<file path="src/rtl/edge_period_lock_pkg.sv">
// Shared types and default parameters for the falling-edge period lock block
// and the sync blocks built on top of it.
package edge_period_lock_pkg;

    typedef enum logic [1:0] {
        ST_IDLE   = 2'd0,
        ST_MEAS   = 2'd1,
        ST_TRACK  = 2'd2,
        ST_LOCKED = 2'd3
    } epl_state_e;

    localparam int DEF_CNT_W       = 24;
    localparam int DEF_TOL         = 4;
    localparam int DEF_LOCK_CNT    = 4;
    localparam int DEF_UNLOCK_CNT  = 2;
    localparam int DEF_TIMEOUT_CYC = 1000000;

endpackage

</file>
<file path="src/rtl/period_tol_cmp.sv">
// Combinational period match: |per - ref| <= TOL, evaluated in W+1 bits so the
// difference can never wrap.
module period_tol_cmp #(
    parameter int W   = 24,
    parameter int TOL = 4
) (
    input  logic [W-1:0] per_i,
    input  logic [W-1:0] ref_i,
    output logic         match_o
);

    localparam logic [W:0] TOL_V = (W+1)'(TOL);

    logic [W:0] a, b, diff;

    assign a       = {1'b0, per_i};
    assign b       = {1'b0, ref_i};
    assign diff    = (a >= b) ? (a - b) : (b - a);
    assign match_o = (diff <= TOL_V);

endmodule

</file>
<file path="src/rtl/edge_period_lock.sv">
// Period measurement between edge flags with lock/unlock hysteresis and a
// loss-of-signal timeout. All outputs are registered.
module edge_period_lock
    import edge_period_lock_pkg::*;
#(
    parameter int CNT_W       = DEF_CNT_W,
    parameter int TOL         = DEF_TOL,
    parameter int LOCK_CNT    = DEF_LOCK_CNT,
    parameter int UNLOCK_CNT  = DEF_UNLOCK_CNT,
    parameter int TIMEOUT_CYC = DEF_TIMEOUT_CYC
) (
    input  logic             I_clk,
    input  logic             I_rst,
    input  logic             I_edgeFlg,
    output logic [CNT_W-1:0] O_period,
    output logic             O_periodVld,
    output logic             O_locked,
    output logic             O_timeout
);

    localparam int MW = $clog2(LOCK_CNT + 1);
    localparam int UW = $clog2(UNLOCK_CNT + 1);

    localparam logic [CNT_W-1:0] CNT_ONE  = CNT_W'(1);
    localparam logic [CNT_W-1:0] CNT_LAST = CNT_W'(TIMEOUT_CYC - 1);
    localparam logic [MW-1:0]    M_ONE    = MW'(1);
    localparam logic [MW-1:0]    M_LOCK   = MW'(LOCK_CNT);
    localparam logic [UW-1:0]    U_ONE    = UW'(1);
    localparam logic [UW-1:0]    U_UNLOCK = UW'(UNLOCK_CNT);

    epl_state_e       state_q, state_d;
    logic [CNT_W-1:0] cnt_q, cnt_d;
    logic [CNT_W-1:0] ref_q, ref_d;
    logic [MW-1:0]    match_q, match_d, match_inc;
    logic [UW-1:0]    miss_q, miss_d, miss_inc;

    logic [CNT_W-1:0] period_q, period_d;
    logic             vld_q, vld_d;
    logic             locked_q, locked_d;
    logic             tmo_q, tmo_d;

    logic [CNT_W-1:0] per;
    logic             match;
    logic             strobe;
    logic             tmo_hit;

    // Edge at cycle t with cnt = N-1 means the previous edge was N cycles ago.
    assign per       = cnt_q + CNT_ONE;
    assign match_inc = match_q + M_ONE;
    assign miss_inc  = miss_q + U_ONE;

    period_tol_cmp #(
        .W   (CNT_W),
        .TOL (TOL)
    ) u_cmp (
        .per_i   (per),
        .ref_i   (ref_q),
        .match_o (match)
    );

    always_ff @(posedge I_clk) begin
        if (I_rst) begin
            state_q  <= ST_IDLE;
            cnt_q    <= '0;
            ref_q    <= '0;
            match_q  <= '0;
            miss_q   <= '0;
            period_q <= '0;
            vld_q    <= 1'b0;
            locked_q <= 1'b0;
            tmo_q    <= 1'b0;
        end else begin
            state_q  <= state_d;
            cnt_q    <= cnt_d;
            ref_q    <= ref_d;
            match_q  <= match_d;
            miss_q   <= miss_d;
            period_q <= period_d;
            vld_q    <= vld_d;
            locked_q <= locked_d;
            tmo_q    <= tmo_d;
        end
    end

    always_comb begin
        state_d = state_q;
        cnt_d   = cnt_q;
        ref_d   = ref_q;
        match_d = match_q;
        miss_d  = miss_q;
        strobe  = 1'b0;
        tmo_hit = 1'b0;
        if (I_edgeFlg) begin
            cnt_d = '0;
            unique case (state_q)
                ST_IDLE: state_d = ST_MEAS;
                ST_MEAS: begin
                    strobe  = 1'b1;
                    ref_d   = per;
                    match_d = '0;
                    state_d = ST_TRACK;
                end
                ST_TRACK: begin
                    strobe = 1'b1;
                    ref_d  = per;
                    if (match) begin
                        match_d = match_inc;
                        if (match_inc == M_LOCK) begin
                            state_d = ST_LOCKED;
                            miss_d  = '0;
                        end
                    end else begin
                        match_d = '0;
                    end
                end
                ST_LOCKED: begin
                    strobe = 1'b1;
                    if (match) begin
                        ref_d  = per;
                        miss_d = '0;
                    end else begin
                        miss_d = miss_inc;
                        if (miss_inc == U_UNLOCK) begin
                            state_d = ST_TRACK;
                            ref_d   = per;
                            match_d = '0;
                        end
                    end
                end
                default: state_d = ST_IDLE;
            endcase
        end else begin
            // Saturate at the timeout point so a silent input never wraps cnt.
            if (cnt_q != CNT_LAST)
                cnt_d = cnt_q + CNT_ONE;
            if (state_q != ST_IDLE && cnt_q == CNT_LAST) begin
                tmo_hit = 1'b1;
                state_d = ST_IDLE;
            end
        end
    end

    always_comb begin
        period_d = strobe ? per : period_q;
        vld_d    = strobe;
        locked_d = (state_d == ST_LOCKED);
        tmo_d    = tmo_hit;
    end

    assign O_period    = period_q;
    assign O_periodVld = vld_q;
    assign O_locked    = locked_q;
    assign O_timeout   = tmo_q;

endmodule

</file>
<file path="config.mk">
export PLATFORM = sky130hd
export DESIGN_NAME = edge_period_lock
export DESIGN_NICKNAME = d
export VERILOG_FILES = /design/src/rtl/edge_period_lock_pkg.sv /design/src/rtl/period_tol_cmp.sv /design/src/rtl/edge_period_lock.sv
export SDC_FILE = /design/constraint.sdc
export NUM_CORES = 1
export LEC_CHECK = 0
export ABC_AREA = 1
export ABC_CLOCK_PERIOD_IN_PS = 5850
export BUFFER_PORTS_ARGS = -buffer_cell sky130_fd_sc_hd__buf_2
export CORE_MARGIN = 5
export CORE_UTILIZATION = 59
export DETAILED_ROUTE_END_ITERATION = 8
export GPL_ROUTABILITY_DRIVEN = 0
export PLACE_DENSITY = 0.77
export SYNTH_ARGS = -nofsm -noshare
export SYNTH_HDL_FRONTEND = slang
export SYNTH_HIERARCHICAL = 1
export SYNTH_SLANG_ARGS = --single-unit
</file>
<file path="constraint.sdc">
create_clock -name I_clk -period 5.85 [get_ports I_clk]
set_clock_uncertainty 0.05 [all_clocks]
set_input_delay 1.17 -clock I_clk [delete_from_list [all_inputs] [get_ports I_clk]]
set_output_delay 1.17 -clock I_clk [all_outputs]
set_load 0.005 [all_outputs]
</file>
==> results by group, run 1 <==
Pwr
  • Power after layout: 2.16 mW
  • Sw frac: 0.422
  • Internal power of the cells: 1.25 mW
  • Pwr Density: 270 mW/mm²
  • Seq pwr share: 0.288
  • Maximum vdd drop: 238 µV
  • Leak: 4.37 nW
  • Sw Pwr: 0.909 mW
  • Combinational share of power: 0.461
  • Clk pwr share: 0.251

Timing
  • Period utilization: 0.934
  • Slew Viols, Final: 0
  • PnR worst setup slack: 0.383 ns
  • Worst-Margin Slew: 0.737 ns
  • Hold_ws: 0.414 ns
  • Final Hold Fails: 0
  • TNS Setup: 0 ns
  • Finish-stage setup viols: 0
  • Max-slew headroom: 0.508
  • RSZ-0062 raised after global routing: false
  • Final min period: 5.47 ns
  • Maximum clock rate: 183 MHz

CTS
  • TritonCTS Buffers: 9
  • Maximum buffer depth of the clock tree: 2
  • Cts hold-fix bufs: 0
  • Clk_lat worst skew: 0.33 ns
  • TritonCTS clock tree: built
  • Htree depth: 3
  • TritonCTS Sinks: 82
  • Post-CTS Resized: 0
  • Root Driver: clkbuf_16
  • CTS clk-pin slew, worst paths: 0.06 ns
  • Post CTS Setup Buffer Count: 0

Synthesis
  • Syn avg cell area: 5.75 µm²
  • Largest family of logic cells by synthesized area: simple AND/OR/NAND/NOR gates
  • Top FF cell, synth: dfxtp_1
  • Syn nets: 1349
  • FFs w/ async S/R, synth: 0
  • Area share of and/or/nand/nor cells after synthesis: 0.418
  • Number of synthesized register bits: 82
  • Sequential area share after synthesis: 0.221
  • Post-synth EDFFs: 0
  • Compound-Gate Fraction of Synth Area: 0.106
  • Synth Area in XOR/XNOR: 0.0197
  • Post-synthesis mux area share: 0
  • Adder-Cell Fraction of Synth Area: 0.0945
  • Synthesized cell area: 0.00741 mm²
  • Syn Inst Count: 1290
  • Netlist cell types: 36
  • Synth warnings: 6

Setup path
  • Critical Path RT: 6.06 ns
  • FF-to-FF Start: cnt_q[0]
  • Max stage delay cell, worst path: nor2_1
  • CP arrival: 5.68 ns
  • CP endpoint kind: flip-flop
  • Buffers and inverters on the worst path: 3
  • Max incr delay on CP: 0.53 ns
  • Most numerous cell on the critical path: nand2_1
  • Crit Path Max Fanout: 27
  • R2R Path End: ref_q[0]
  • Crit path launch type: flip-flop
  • WS Path Type: flip-flop to flip-flop
  • Reg2reg path depth: 28
  • CP top delay family: simple AND/OR/NAND/NOR gates
  • Reg-to-reg slack, setup: 0.38 ns

Layout
  • FILL cells: 1273
  • Area added between synthesis and finish: 7.53%
  • Final core utilization: 0.639
  • Final nets: 1370
  • Layout cells sized above 1: 0.0745
  • Most frequent cells in the layout: 404 x nand2_1, 235 x inv_1, 163 x nor2_1
  • Commonest non-fill, non-tap cell in the layout: nand2_1
  • Antenna Cells: 0

Routing
  • Drt drc: 0
  • DRT Pass-1 Iters: 5
  • Antenna Nets Post-Route: 0
  • Avg Vias per Cell: 5.25
  • WL met1: 9.12 mm
  • WL per Instance: 13.7 µm
  • Top Metal Used: met4
  • DRT Wirelength: 20.4 mm
  • Met2 routed WL: 9.33 mm
  • Vias: 7810
  • Initial DRC Count: 754
  • Met3 WL post-DR: 1.20 mm

Floorplan
  • Die height: 122 µm
  • Die W: 122 µm
  • Core area: 0.0125 mm²
  • Row count: 41
  • Ports: 30
  • Die area: 0.0149 mm²
  • Starting Density: 0.595

Placed design
  • PortBufs: 29
  • DPL Wire Length: 16.4 mm
  • Post-Place Worst Slack: 0.540 ns

Status
  • Outcome: completed

Global route
  • Largest net degree at the start of global routing: 35
  • Gr ovfl total: 0
  • Initial antenna violation count: 0
  • Total GRT Usage: 0.278
  • Via count of the first global-routing pass: 7078
  • First-pass GRT wire length: 33.1 mm

Run
  • Max Cap Viol: 0

Worst hold path
  • Hold_sp: miss_q[1]
  • Hold Path Depth: 2
  • Hold Crit Class: flip-flop to flip-flop
  • Min-Delay Endpoint: miss_q[1]
## power groups by stage
stage / clock network [mW] / registers [mW] / logic (mW)
finish: 0.540 / 0.622 / 0.994
global placement: 0 / 0.633 / 0.958
global route: 0.572 / 0.627 / 1.12
floorplan: 0 / 0.630 / 0.758
CTS: 0.545 / 0.622 / 0.975
detailed placement: 0 / 0.634 / 0.970
## per-layer routing
layer  up-vias  global-route usage
met5         -                   0
met4         0               0.127
met3        64              0.0330
met2       266               0.452
met1      3464               0.369
li1       4016                   -
## worst reg2reg max path, delay by kind of cell, from the launching register on
kind / cells / cell delay [ns]
simple gates: 20 / 3.10
fa+ha+maj: 2 / 0.65
xor+xnor: 1 / 0.36
compound gates: 2 / 0.31
flops: 1 / 0.43
buf+inv: 3 / 0.48
## layout make-up
cell class | count | area (µm²) | share of cell area
Multi-Input combinational cell | 943 | 4750 | 0.595
Tap cell | 172 | 215 | 0.0270
Clock buffer | 10 | 229 | 0.0287
Inverter | 242 | 908 | 0.114
Timing Repair Buffer | 33 | 175 | 0.0220
Clock inverter | 5 | 56.3 | 0.00706
Sequential cell | 82 | 1640 | 0.206
## kinds of logic after synthesis
group,Yosys count
adders and majority gates,56
AOI/OAI and AO/OA,146
DFF,82
buffers and inverters,265
and+or+nand+nor,726
xor gates and xnor gates,15
## cell usage after synthesis (11+ instances only)
cell type,number,share of area
dfxtp_1,82,0.22
a21oi_1,76,0.051
nand2_1,404,0.20
nor2_2,14,0.012
nand2_2,13,0.011
nand3b_1,12,0.012
o21ai_0,39,0.026
nor2_1,164,0.083
o21bai_1,11,0.011
ha_1,56,0.095
nand3_1,72,0.049
nand4_1,19,0.016
inv_1,235,0.12
## how the worst max path moves through the flow
stage               startpoint         to  slack (ns)  depth (start not counted)
global route          cnt_q[0]  ref_q[10]       0.003                         28
detailed placement    cnt_q[0]   ref_q[0]        0.54                         28
global placement      cnt_q[0]  ref_q[12]        0.67                         30
CTS                   cnt_q[0]   ref_q[7]        0.49                         29
finish                cnt_q[0]   ref_q[0]        0.38                         28
floorplan             cnt_q[0]  ref_q[22]        1.74                         33
## registers in the layout (all words and copies together), names as in the netlist
register     count
state_q          2
O_locked         1
O_periodVld      1
O_period        24
miss_q           2
O_timeout        1
ref_q           24
cnt_q           24
match_q          3
## per-stage QoR
step           instances  area (µm²)
4_1_cts             1487        7970
5_1_grt             1487        7970
2_1_floorplan       1290        7410
3_3_place_gp        1472        7690
6_report            1487        7970
3_5_place_dp        1472        7690
Note: power is estimated with default switching activity, not from simulation.
==> run 2: changes to the inputs <==
- CORE_UTILIZATION: 59 -> 55
- HOLD_SLACK_MARGIN: unset -> 0.12
- PLACE_DENSITY: 0.77 -> 0.72
==> run 2 against run 1 <==
Effect of this change: sequential share of layout area barely moved; final area barely moved; sequential power barely moved; core utilization fell by 3.8 points; clock-buffer cell count rose by 1; non-clock buffer count rose by 1; largest power group unchanged; highest routed layer unchanged.
==> results by group, run 2 (synthesis results as in run 1) <==
Status
  • Outcome: completed

Floorplan
  • Die W: 126 µm
  • Starting Density: 0.560
  • Row count: 42
  • Core area: 0.0132 mm²
  • Die area: 0.0159 mm²
  • Ports: 30
  • Die height: 126 µm

Setup path
  • CP endpoint kind: flip-flop
  • Critical Path RT: 6.02 ns
  • Most numerous cell on the critical path: nand2_1
  • Buffers and inverters on the worst path: 5
  • Crit Path Max Fanout: 27
  • Max incr delay on CP: 0.43 ns
  • CP arrival: 5.32 ns
  • CP top delay family: simple AND/OR/NAND/NOR gates
  • Max stage delay cell, worst path: dfxtp_1
  • WS Path Type: flip-flop to flip-flop
  • Crit path launch type: flip-flop

Pwr
  • Pwr Density: 269 mW/mm²
  • Power after layout: 2.15 mW
  • Leak: 4.37 nW
  • Maximum vdd drop: 223 µV

Layout
  • Area added between synthesis and finish: 7.51%
  • Final nets: 1371
  • Commonest non-fill, non-tap cell in the layout: nand2_1
  • Antenna Cells: 0
  • Layout cells sized above 1: 0.0752
  • Most frequent cells in the layout: 404 x nand2_1, 235 x inv_1, 163 x nor2_1

Global route
  • Via count of the first global-routing pass: 7187
  • Total GRT Usage: 0.263
  • First-pass GRT wire length: 34.6 mm
  • Largest net degree at the start of global routing: 37
  • Gr ovfl total: 0
  • Initial antenna violation count: 0

CTS
  • Maximum buffer depth of the clock tree: 2
  • TritonCTS Sinks: 82
  • Post-CTS Resized: 0
  • TritonCTS clock tree: built
  • TritonCTS Buffers: 9
  • Root Driver: clkbuf_16
  • Htree depth: 3
  • Clk_lat worst skew: 0.34 ns
  • CTS clk-pin slew, worst paths: 0.06 ns

Timing
  • Final min period: 5.15 ns
  • Maximum clock rate: 194 MHz
  • Max-slew headroom: 0.472
  • Worst-Margin Slew: 0.790 ns
  • Final Hold Fails: 0
  • RSZ-0062 raised after global routing: false
  • Finish-stage setup viols: 0
  • Period utilization: 0.880
  • PnR worst setup slack: 0.702 ns
  • TNS Setup: 0 ns
  • Slew Viols, Final: 0

Routing
  • Avg Vias per Cell: 5.18
  • Met3 WL post-DR: 1.16 mm
  • Met2 routed WL: 9.73 mm
  • Antenna Nets Post-Route: 0
  • WL per Instance: 14.1 µm
  • Initial DRC Count: 594
  • Drt drc: 0
  • Top Metal Used: met4
  • Vias: 7725
  • DRT Wirelength: 21.0 mm
  • DRT Pass-1 Iters: 7
  • WL met1: 9.54 mm

Placed design
  • Post-Place Worst Slack: 0.739 ns
  • DPL Wire Length: 16.9 mm
  • PortBufs: 29

Run
  • Max Cap Viol: 0

Worst hold path
  • Hold Crit Class: flip-flop to flip-flop
-- run 2: changes by cell type in the layout (fill, tap and decap cells not counted), sizes merged --
cell / change
clkbuf: +1
bufinv: -1
clkinv: -1
buf: +1
clkinvlp: +1
-- run 2: worst register-to-register path: cells and delay by family (launching register included) --
family | cells | cell delay, ns
xor+xnor | 1 | 0.29
flops | 1 | 0.43
simple gates | 23 | 2.85
fa+ha+maj | 2 | 0.70
buf+inv | 5 | 0.60
compound gates | 1 | 0.10
-- run 2: path summary, 6_finish.rpt --
path | startpoint | endpoint | slack [ns] | cells after the start
worst max-delay path | cnt_q[0] | ref_q[11] | 0.70 | 32
worst min-delay path | miss_q[1] | miss_q[1] | 0.41 | 2
worst max register to register | cnt_q[0] | ref_q[11] | 0.70 | 32
worst min register to register | miss_q[1] | miss_q[1] | 0.41 | 2
-- run 2: repair_timing --
| item | 4_1_cts | 5_1_grt |
|---|---|---|
| hold buffers | 0 | 0 |
| setup buffers | 0 | 2 |
| endpoints found under the setup margin | 0 | 9 |
-- run 2: power by group --
part / leakage (nW) / total, mW / switching, mW / internal (mW)
Clock: 0.128 / 0.513 / 0.216 / 0.296
Sequential: 0.668 / 0.622 / 0.0261 / 0.596
Combinational: 3.57 / 1.01 / 0.686 / 0.324
Total: 4.37 / 2.15 / 0.928 / 1.22
-- run 2: metal layers --
metal	up-vias	global-route usage
li1	4016	-
met1	3419	0.342
met2	241	0.444
met3	49	0.0381
met4	0	0.0959
met5	-	0
-- run 2: area by class of cell --
class / instances / area [µm²]
Timing Repair Buffer: 34 / 183
Clock buffer: 11 / 243
Multi-Input combinational cell: 943 / 4750
Fill cell: 1396 / 5270
Tap cell: 176 / 220
Clock inverter: 4 / 28.8
Inverter: 242 / 908
Sequential cell: 82 / 1640
-- run 2: metrics by stage --
step	cell area (µm²)	hold WS, ns	utilization	std cells
after floorplan	7410	0.389	-	1290
after global placement	7680	0.397	0.580	1475
after detailed placement	7680	0.406	0.580	1475
after CTS	7960	0.413	0.601	1490
after global routing	7970	0.436	0.602	1492
final	7970	0.411	0.602	1492
==> run 3: changes to the inputs <==
- BUFFER_PORTS_ARGS: -buffer_cell sky130_fd_sc_hd__buf_2 -> -buffer_cell sky130_fd_sc_hd__buf_4
==> run 3 against run 2 <==
Effect of this change: worst setup slack lost 0.14 ns; via count increased by 0.18%; sequential share of layout area decreased by 0.27 points; clock-buffer cell count decreased by 2; critical endpoint is now ref_q[13]; highest routed layer unchanged.
==> results by group, run 3 (synthesis results as in run 1) <==
CTS
  • Cts hold-fix bufs: 0
  • Post CTS Setup Buffer Count: 0
  • TritonCTS clock tree: built
  • Maximum buffer depth of the clock tree: 2
  • Clk_lat worst skew: 0.34 ns
  • Htree depth: 3
  • Root Driver: clkbuf_16
  • CTS clk-pin slew, worst paths: 0.06 ns
  • TritonCTS Sinks: 82
  • TritonCTS Buffers: 9
  • Post-CTS Resized: 0

Layout
  • Area added between synthesis and finish: 8.93%
  • Final nets: 1369
  • Antenna Cells: 0
  • Commonest non-fill, non-tap cell in the layout: nand2_1
  • Layout cells sized above 1: 0.0753
  • Most frequent cells in the layout: 404 x nand2_1, 235 x inv_1, 163 x nor2_1
  • Finished Cell Area: 0.00808 mm²

Status
  • Outcome: completed

Routing
  • DRT Wirelength: 21.0 mm
  • Antenna Nets Post-Route: 0
  • WL per Instance: 14.1 µm
  • DRT Pass-1 Iters: 7
  • Vias: 7739
  • Avg Vias per Cell: 5.19
  • Initial DRC Count: 597
  • Drt drc: 0

Timing
  • Max-slew headroom: 0.486
  • Final Hold Fails: 0
  • Worst-Margin Slew: 0.771 ns
  • Slew Viols, Final: 0
  • RSZ-0062 raised after global routing: false
  • Hold_ws: 0.410 ns
  • Finish-stage setup viols: 0
  • Final min period: 5.29 ns
  • Maximum clock rate: 189 MHz
  • Period utilization: 0.904
  • TNS Setup: 0 ns

Setup path
  • Max stage delay cell, worst path: dfxtp_1
  • Crit Path Max Fanout: 28
  • Buffers and inverters on the worst path: 5
  • CP endpoint kind: flip-flop
  • Max incr delay on CP: 0.43 ns
  • Critical Path RT: 6.08 ns
  • Crit path launch type: flip-flop
  • CP top delay family: simple AND/OR/NAND/NOR gates
  • Most numerous cell on the critical path: nand2_1
  • WS Path Type: flip-flop to flip-flop
  • CP arrival: 5.52 ns

Floorplan
  • Core area: 0.0132 mm²
  • Die area: 0.0159 mm²
  • Die W: 126 µm
  • Starting Density: 0.560
  • Die height: 126 µm
  • Row count: 42
  • Ports: 30

Placed design
  • PortBufs: 29
  • DP Area: 0.00776 mm²
  • DPL Wire Length: 17.1 mm

Global route
  • Via count of the first global-routing pass: 7112
  • Total GRT Usage: 0.264
  • First-pass GRT wire length: 34.4 mm
  • Initial antenna violation count: 0
  • Largest net degree at the start of global routing: 37
  • Gr ovfl total: 0

Pwr
  • Maximum vdd drop: 190 µV
  • Pwr Density: 277 mW/mm²
  • Leak: 4.39 nW

Worst hold path
  • Hold Crit Class: flip-flop to flip-flop

Run
  • Max Cap Viol: 0
run 3: cell types whose count changed in the layout (fill, tap and decap cells not counted), sizes merged:
cell,previous run,this run
clkinv,2,3
buf,34,32
bufinv,0,2
clkbuf,11,9
run 3: power breakdown:
part / internal [mW] / leakage [nW] / switching [mW] / total, mW
Clock: 0.373 / 0.151 / 0.226 / 0.599
Sequential: 0.596 / 0.668 / 0.0271 / 0.623
Combinational: 0.331 / 3.57 / 0.684 / 1.01
run 3: layer usage:
layer / vias to the layer above / track usage / wire length [µm]
met4: 0 / 0.121 / 943
met2: 247 / 0.438 / 9570
met1: 3405 / 0.344 / 9340
li1: 4015 / - / -
met5: - / 0 / 0
met3: 72 / 0.0288 / 1150
run 3: final cells by class:
cell class	instances	area (µm²)
clock buffers	9	225
inverters	242	908
multi-input cells	943	4750
flip-flops and latches	82	1640
clock inverters	7	93.8
well taps	176	220
fillers	1370	5170
repair buffers	32	240
run 3: stage by stage:
stage                     cells  power, mW  setup slack (ns)  utilization
final                      1491       2.24             0.563        0.610
after global routing       1491       2.41             0.110        0.610
after CTS                  1491       2.23             0.634        0.610
after detailed placement   1475       1.63             0.681        0.586
after global placement     1475       1.62             0.833        0.586
after floorplan            1290       1.39              1.74            -
run 3: tightest hold or removal path, cell delays in order, from the launching register on:
cell	delay (ns)
dfxtp_1	0.31
nand2_1	0.06
a21oi_1	0.05
run 3: path summary, 6_finish.rpt:
kind,start,endpoint,slack (ns),depth (start not counted)
max,cnt_q[0],ref_q[13],0.56,31
min,miss_q[1],miss_q[1],0.41,2
max reg2reg,cnt_q[0],ref_q[13],0.56,31
min reg2reg,miss_q[1],miss_q[1],0.41,2
